`src/rtl/percept_cmd_decoder.sv`:
```
// Serial command decoder for a perceptron node: start bit, address, opcode, optional payload.
// Define PERCEPT_CMD_PARITY_EN to add an even-parity bit after the opcode (covers address and opcode).
module percept_cmd_decoder #(
    parameter int ADDR_W      = 9,
    parameter int OP_W        = 3,
    parameter int DATA_W      = 8,
    parameter int EXEC_CYCLES = 3
) (
    input  logic              clk,
    input  logic              Rst,
    input  logic [ADDR_W-1:0] address,
    input  logic              rx,
    output logic [OP_W-1:0]   opcode,
    output logic              op_valid,
    output logic [DATA_W-1:0] data,
    output logic              data_valid,
    output logic              busy,
    output logic              frame_err
);

    localparam int MAX_AO  = (ADDR_W > OP_W) ? ADDR_W : OP_W;
    localparam int MAX_DE  = (DATA_W > EXEC_CYCLES) ? DATA_W : EXEC_CYCLES;
    localparam int CNT_MAX = (MAX_AO > MAX_DE) ? MAX_AO : MAX_DE;
    localparam int CNT_W   = $clog2(CNT_MAX + 1);
`ifdef PERCEPT_CMD_PARITY_EN
    localparam int OSR_W   = OP_W;
`else
    localparam int OSR_W   = OP_W - 1;
`endif

    localparam logic [CNT_W-1:0] ADDR_LAST = CNT_W'(ADDR_W - 1);
    localparam logic [CNT_W-1:0] OP_LAST   = CNT_W'(OP_W - 1);
    localparam logic [CNT_W-1:0] DATA_LAST = CNT_W'(DATA_W - 1);
    localparam logic [CNT_W-1:0] EXEC_LAST = CNT_W'(EXEC_CYCLES - 1);

    localparam logic [OP_W-1:0] OP_LOAD     = OP_W'(3);
    localparam logic [OP_W-1:0] OP_LOAD_RES = OP_W'(4);
    localparam logic [OP_W-1:0] OP_NO_OP    = OP_W'(7);

    typedef enum logic [2:0] {
        S_IDLE,
        S_ADDR,
        S_OPC,
        S_PAR,
        S_DATA,
        S_SKIP,
        S_EXEC
    } state_t;

    state_t            r_state;
    logic [CNT_W-1:0]  r_cnt;
    logic [ADDR_W-1:0] r_addr;
    logic [OSR_W-1:0]  r_opc;
    logic [DATA_W-2:0] r_dsh;
    logic [OP_W-1:0]   r_opcode;
    logic              r_op_valid;
    logic [DATA_W-1:0] r_data;
    logic              r_data_valid;
    logic              r_frame_err;

    logic [OP_W-1:0]   w_opc_shift;
    logic [OP_W-1:0]   w_opc_full;
    logic [DATA_W-1:0] w_dsh_shift;
    logic              w_eval_now;
    logic              w_par_ok;
    logic              w_match;
    logic              w_payload;
    logic              w_noop;

    assign w_dsh_shift = {r_dsh, rx};

    // Without parity the frame is judged on the last opcode edge, so the final bit comes straight from rx.
`ifdef PERCEPT_CMD_PARITY_EN
    assign w_opc_shift = {r_opc[OP_W-2:0], rx};
    assign w_opc_full  = r_opc;
    assign w_eval_now  = (r_state == S_PAR);
    assign w_par_ok    = ~(^{r_addr, r_opc, rx});
`else
    assign w_opc_shift = {r_opc, rx};
    assign w_opc_full  = w_opc_shift;
    assign w_eval_now  = (r_state == S_OPC) && (r_cnt == OP_LAST);
    assign w_par_ok    = 1'b1;
`endif

    assign w_match   = (r_addr == address) || (&r_addr);
    assign w_payload = (w_opc_full == OP_LOAD) || (w_opc_full == OP_LOAD_RES);
    assign w_noop    = (w_opc_full == OP_NO_OP);

    always_ff @(posedge clk or posedge Rst) begin
        if (Rst) begin
            r_state      <= S_IDLE;
            r_cnt        <= '0;
            r_addr       <= '0;
            r_opc        <= '0;
            r_dsh        <= '0;
            r_opcode     <= OP_NO_OP;
            r_op_valid   <= 1'b0;
            r_data       <= '0;
            r_data_valid <= 1'b0;
            r_frame_err  <= 1'b0;
        end else begin
            r_op_valid   <= 1'b0;
            r_data_valid <= 1'b0;
            r_frame_err  <= 1'b0;

            case (r_state)
                S_IDLE: begin
                    if (!rx) begin
                        r_state <= S_ADDR;
                        r_cnt   <= '0;
                    end
                end
                S_ADDR: begin
                    r_addr <= {r_addr[ADDR_W-2:0], rx};
                    if (r_cnt == ADDR_LAST) begin
                        r_cnt   <= '0;
                        r_state <= S_OPC;
                    end else begin
                        r_cnt <= r_cnt + 1'b1;
                    end
                end
                S_OPC: begin
                    r_opc <= w_opc_shift[OSR_W-1:0];
                    // The frame-evaluation block below overrides this when there is no parity bit.
                    if (r_cnt == OP_LAST) begin
                        r_cnt   <= '0;
                        r_state <= S_PAR;
                    end else begin
                        r_cnt <= r_cnt + 1'b1;
                    end
                end
                S_PAR: begin
                    r_cnt <= '0;
                end
                S_DATA: begin
                    r_dsh <= w_dsh_shift[DATA_W-2:0];
                    if (r_cnt == DATA_LAST) begin
                        r_data       <= w_dsh_shift;
                        r_data_valid <= 1'b1;
                        r_cnt        <= '0;
                        r_state      <= S_EXEC;
                    end else begin
                        r_cnt <= r_cnt + 1'b1;
                    end
                end
                S_SKIP: begin
                    if (r_cnt == DATA_LAST) begin
                        r_cnt   <= '0;
                        r_state <= S_IDLE;
                    end else begin
                        r_cnt <= r_cnt + 1'b1;
                    end
                end
                S_EXEC: begin
                    if (r_cnt == EXEC_LAST) begin
                        r_cnt   <= '0;
                        r_state <= S_IDLE;
                    end else begin
                        r_cnt <= r_cnt + 1'b1;
                    end
                end
                default: begin
                    r_cnt   <= '0;
                    r_state <= S_IDLE;
                end
            endcase

            if (w_eval_now) begin
                r_cnt <= '0;
                if (w_match && w_par_ok) begin
                    r_opcode   <= w_opc_full;
                    r_op_valid <= 1'b1;
                    if (w_payload)
                        r_state <= S_DATA;
                    else if (w_noop)
                        r_state <= S_IDLE;
                    else
                        r_state <= S_EXEC;
                end else begin
                    r_frame_err <= ~w_par_ok;
                    // Other nodes' payload is consumed so its zeros never look like a start bit.
                    r_state     <= w_payload ? S_SKIP : S_IDLE;
                end
            end
        end
    end

    assign opcode     = r_opcode;
    assign op_valid   = r_op_valid;
    assign data       = r_data;
    assign data_valid = r_data_valid;
    assign busy       = (r_state != S_IDLE);
    assign frame_err  = r_frame_err;

endmodule

```
`config.mk`:
```
export PLATFORM = sky130hd
export DESIGN_NAME = percept_cmd_decoder
export DESIGN_NICKNAME = d
export VERILOG_FILES = /design/src/rtl/percept_cmd_decoder.sv
export SDC_FILE = /design/constraint.sdc
export NUM_CORES = 1
export LEC_CHECK = 0
export ABC_AREA = 0
export CORE_MARGIN = 2
export CORE_UTILIZATION = 41
export DETAILED_ROUTE_END_ITERATION = 16
export PLACE_DENSITY = 0.68
export SLEW_MARGIN = 5
export SYNTH_ARGS = -nofsm -noshare
export SYNTH_HDL_FRONTEND = slang
export SYNTH_SLANG_ARGS = --single-unit
```
`constraint.sdc`:
```
create_clock -name clk -period 2.2 [get_ports clk]
set_clock_uncertainty 0.05 [all_clocks]
set_input_delay 0.33 -clock clk [delete_from_list [all_inputs] [get_ports clk]]
set_output_delay 0.33 -clock clk [all_outputs]
set_load 0.005 [all_outputs]
```
==> results of run 1 <==
routing by layer:
layer | GRT usage, % | vias up
met1 | 18.95 | 592
met5 | 0 | -
met4 | 5.660 | 0
met2 | 24.20 | 19
met3 | 4.558 | 6
li1 | - | 600
critical path, cell delays in order, from the launching register on:
cell and delay (ns):
dfrtp_1 0.53, nor3_2 0.26, inv_1 0.10, clkdlybuf4s50_1 0.46
cell type report:
type / count / area [sq um] / share of cell area (%)
well taps: 52 / 65.06 / 2.835
flip-flops and latches: 38 / 954.7 / 41.60
multi-input cells: 102 / 829.5 / 36.15
clock inverters: 2 / 60.06 / 2.617
clock buffers: 6 / 82.58 / 3.599
inverters: 6 / 22.52 / 0.9815
repair buffers: 29 / 280.3 / 12.21
layout by cell type (no fill, tap or decap), drive strengths merged, types with 3 or more instances in the layout:
master,n
dfrtp,35
a21oi,8
buf,4
nor2,4
xnor2,9
nand2,9
clkdlybuf4s50,25
nor3b,5
inv,6
ha,3
or3,3
dfstp,3
nand3,4
mux2,29
o21ai,4
clkbuf,6
logic make-up after synthesis:
| family | count (synthesis) | synth area share (%) |
|---|---|---|
| buffers and inverters | 13 | 3.658 |
| multiplexers | 30 | 18.22 |
| XOR/XNOR | 9 | 4.269 |
| adder cells (fa/ha/maj) | 3 | 2.033 |
| flip-flops | 38 | 51.69 |
| AND/OR/NAND/NOR | 35 | 11.59 |
| other | 1 | 0.2031 |
| AO/OA/AOI/OAI | 24 | 8.334 |
state kept, by name, summed over array words and instances (netlist names):
| name | flops |
|---|---|
| r_dsh | 7 |
| r_addr | 9 |
| data | 8 |
| data_valid | 1 |
| r_opc | 2 |
| op_valid | 1 |
| opcode | 3 |
| r_state | 3 |
| r_cnt | 4 |
worst max-delay path by stage:
stage,cells past startpoint,startpoint,slack [ns],end
2_1_floorplan,5,r_state[1]$_DFFE_PP0P_,0.44,data[6]$_DFFE_PP0P_
3_3_place_gp,6,address[8],0.18,opcode[0]$_DFFE_PP1P_
3_5_place_dp,6,address[6],0.12,opcode[2]$_DFFE_PP1P_
4_1_cts,3,r_state[0]$_DFFE_PP0P_,0.08,busy
5_1_grt,3,r_state[0]$_DFFE_PP0P_,0.06,busy
6_report,3,r_state[0]$_DFFE_PP0P_,0.17,busy
where the power goes:
| part | total, uW | switching (uW) | internal, uW |
|---|---|---|---|
| clock | 721 | 238 | 483 |
| combinational | 710 | 315 | 395 |
| sequential | 1060 | 205 | 857 |
| total | 2490 | 758 | 1740 |
synth_stat cells, types with 4 or more instances:
master	n
a21oi_1	8
dfrtp_1	35
inv_1	6
mux2_1	6
mux2_2	23
nand2_1	8
nand3_1	4
o21ai_0	4
xnor2_1	9
through the flow:
step | worst slack [ns] | hold slack (ns) | power, uW
final | 0.1743 | 0.4003 | 2493
after global routing | 0.06440 | 0.4452 | 2665
after CTS | 0.08485 | 0.4211 | 2513
after detailed placement | 0.1234 | 0.4320 | 1783
after global placement | 0.1801 | 0.4211 | 1733
after floorplan | 0.4371 | 0.4250 | 1607
==> run metrics, run 1 <==
first-pass GRT wire length 5996 microns; Core ar. 4354 sq um; DRC violations left 0; initial antenna violation count 0; CP required 1.82 ns; Min-Delay Path Class primary input to asynchronous set/reset pin; Final Cell Area 2295 sq um; diode count 0; mapped cell area 1847 sq um; # rows 24; WL/cell 14.00 microns; RSZ-0062 raised after global routing false; DP Area 2147 sq um; Syn Nets 168; Fill cells 366; crit path kind flip-flop to primary output; fmax 493.6 MHz; worst reg-to-reg setup slack 0.25 ns; nets@finish 197; setup_tns 0 ns; Post-Route M1 WL 1480 microns; Via density 5.179; CTS H-tree depth 2; CP Data Arrival Time 1.65 ns; reg-to-reg endpoint r_cnt[3]$_DFFE_PP0P_; 1st-iter DRT viols 32; die height 71.12 microns; Worst VDD drop 0.4512 mV; Clock Tree Root clkbuf_8; #FFs+latches synth 38; Die ar. 5057 sq um; largest net degree at the start of global routing 39; Max Cap Violations 0; Critical Path End Type primary output; Worst Setup Start Kind flip-flop; top sig layer met4; outcome finished, final reports clean; die width 71.12 microns; P&R area growth vs syn 24.25%; IO Port Bufs 25; met3 wire length 119 microns; Worst Reg-to-Reg Cells 7; FF-to-FF Start r_cnt[0]$_DFFE_PP0P_; Clock Tree Buf Depth 2; register area share after synthesis 51.69%; Post-Place Cells 227; GRT Residual Overflow 0; cell taking the most area after synthesis dfrtp_1; FFs w/ async S/R, synth 100.0%; # hold bufs at CTS 0; final cell utilization of the core 52.70%; Synth top area share 47.43%; fin cells 235; metal2 WL 1632 microns; routability cong. 0.8139; crit path max fanout 13; final hold vios 0; top cells by area, synth dfrtp_1 (47%), mux2_2 (14%), dfstp_2 (4.3%); CTS sink cnt 38; Period minus WS final 2.026 ns; layout cell share with drive strength beyond 1 24.04%; Yosys cell types 39; vias 1,217; Avg Cell Area, Syn 12.07 sq um; initial core utilization 42.41%; Setup Buffers After CTS 0; clk_lat worst skew 0.29 ns; Period Utilization, post-route 92.08%; P per Cell Area 1086 nW/um^2; warnings from Yosys 0; number of global-route vias before repair 1,296; drt total wl 3290 microns; CTS tree built; max-slew violations 0; Total Routing Usage GR 14.96%; cell leakage power 0.001015 uW; DP Wirelength 2370 microns; top_reg_cell synth dfrtp_1; setup violators final 0; Resized Gates After CTS 0; drt pass-1 iters 4; TritonCTS Buffers 5; EDFF count, synth 0; Cells after Synth 153; Antenna Violating Nets Remaining 0; I/O pin cnt 27; CTS clk-pin slew, worst paths 0.08 ns
Power figures use the tool's default switching activity.
==> inputs of run 2 (changes only) <==
- CORE_ASPECT_RATIO: not set -> 2
- GPL_ROUTABILITY_DRIVEN: not set -> 0
==> run 2 against run 1 <==
Critical path depth is the same. First-iteration DRC count shrank 25%. Non-clock buffer count is the same. Clock power is essentially flat. Largest cell class unchanged.
==> run metrics, run 2 (synthesis gave the netlist of run 1 again) <==
total chip power 2491 uW; # rows 34; TritonCTS Buffers 5; Total Routing Usage GR 16.27%; Clock Tree Root clkbuf_8; vias 1,247; setup violators final 0; Resized Gates After CTS 0; I/O pin cnt 27; crit path kind flip-flop to primary output; Setup Buffers After CTS 0; Core ar. 4339 sq um; worst slack, placed 0.1227 ns; final hold vios 0; outcome finished, final reports clean; Crit path max-delay family buffers and inverters; Max Cap Violations 0; CTS H-tree depth 2; DP Wirelength 2684 microns; CTS clk-pin slew, worst paths 0.07 ns; CP cell instances nor3_1 > inv_1 > clkdlybuf4s50_1; Slew HR 66.70%; layout cell share with drive strength beyond 1 23.50%; Period Utilization, post-route 93.59%; fmax 485.7 MHz; Antenna Violating Nets Remaining 0; CP required 1.82 ns; worst slew pin tran 0.4965 ns; Min-Delay Path Class primary input to asynchronous set/reset pin; # hold bufs at CTS 0; diode count 0; number of global-route vias before repair 1,380; drt total wl 3572 microns; Period minus WS final 2.059 ns; RSZ-0062 raised after global routing false; commonest non-fill, non-tap cell in the layout dfrtp_1; CP bufs+invs 2; Die ar. 5089 sq um; Clock Tree Buf Depth 2; max-slew violations 0; Critical Path End Type primary output; first-pass GRT wire length 6085 microns; 1st-iter DRT viols 24; worst hold slack 0.3858 ns; nets@finish 197; setup_tns 0 ns; clk_lat worst skew 0.29 ns; P per Cell Area 1087 nW/um^2; most frequent cells in the layout dfrtp_1 (35), clkdlybuf4s50_1 (25), mux2_2 (23), xnor2_1 (9); CP max stage delay 0.52 ns; IO Port Bufs 25; max FFs per register 9; DRC violations left 0; CTS sink cnt 38; GRT Residual Overflow 0; FF-to-FF Start r_cnt[0]$_DFFE_PP0P_; Top reg by flops r_addr; Via density 5.262; CP Data Arrival Time 1.68 ns; Worst VDD drop 0.8495 mV; DP Area 2150 sq um; die height 98.91 microns; P&R area growth vs syn 24.12%; Final Cell Area 2292 sq um; slowest CP cell dfrtp_1; die width 51.46 microns; initial antenna violation count 0; cell leakage power 0.001014 uW; largest net degree at the start of global routing 39; Worst Setup Start Kind flip-flop; crit path from r_state[0]$_DFFE_PP0P_; crit path max fanout 13; initial core utilization 42.56%; Final WS setup 0.1410 ns; drt pass-1 iters 4; WL/cell 15.07 microns; CTS tree built
-- run 2: cell count changes in the layout (fill, tap and decap cells not counted) --
cell / delta
nor3_1: +1
nor3_2: -1
-- run 2: through the flow --
stage,utilization [%],std cells
2_1_floorplan,-,153
3_3_place_gp,49.54,229
3_5_place_dp,49.54,229
4_1_cts,52.83,237
5_1_grt,52.83,237
6_report,52.83,237
-- run 2: path summary, 6_finish.rpt --
check	endpoint	slack [ns]	depth (start not counted)
worst min-delay path	r_addr[1]$_DFFE_PP0P_	0.39	3
worst max-delay path	busy	0.14	3
worst min register to register	data[5]$_DFFE_PP0P_	0.44	1
worst max register to register	r_cnt[3]$_DFFE_PP0P_	0.20	7
max in group asynchronous	opcode[1]$_DFFE_PP1P_	1.36	3
min in group clk	data[5]$_DFFE_PP0P_	0.44	1
-- run 2: worst reg2reg max path, cell delays in order (launching register included) --
cell and delay, ns:
dfrtp_1 0.40, inv_1 0.13, ha_1 0.15, nor3b_2 0.33, nor2_1 0.09, a211oi_1 0.48, a21oi_1 0.08, a21o_1 0.17
-- run 2: layout make-up --
cell class | instances | area, sq um
Sequential cell | 38 | 954.7
Multi-Input combinational cell | 102 | 824.5
Inverter | 6 | 22.52
Tap cell | 54 | 67.56
Fill cell | 419 | 2047
Clock inverter | 2 | 60.06
Clock buffer | 6 | 82.58
Timing Repair Buffer | 29 | 280.3
-- run 2: routing by layer --
| metal | wire length [microns] | GRT usage, % | vias up |
|---|---|---|---|
| li1 | - | - | 595 |
| met1 | 1198 | 15.20 | 609 |
| met2 | 2092 | 29.68 | 32 |
| met3 | 134 | 3.333 | 11 |
| met4 | 147 | 11.13 | 0 |
| met5 | 0 | 0 | - |
-- run 2: power by group --
part / internal, uW / switching (uW) / leakage, uW
registers: 857 / 205 / 0.000494
logic: 391 / 315 / 0.000449
clock network: 483 / 240 / 0.0000714
==> inputs of run 3 (changes only) <==
- SLEW_MARGIN: 5 -> 25
==> results of run 3 <==
No change in the layout: final DEF, timing and power equal those of run 2.
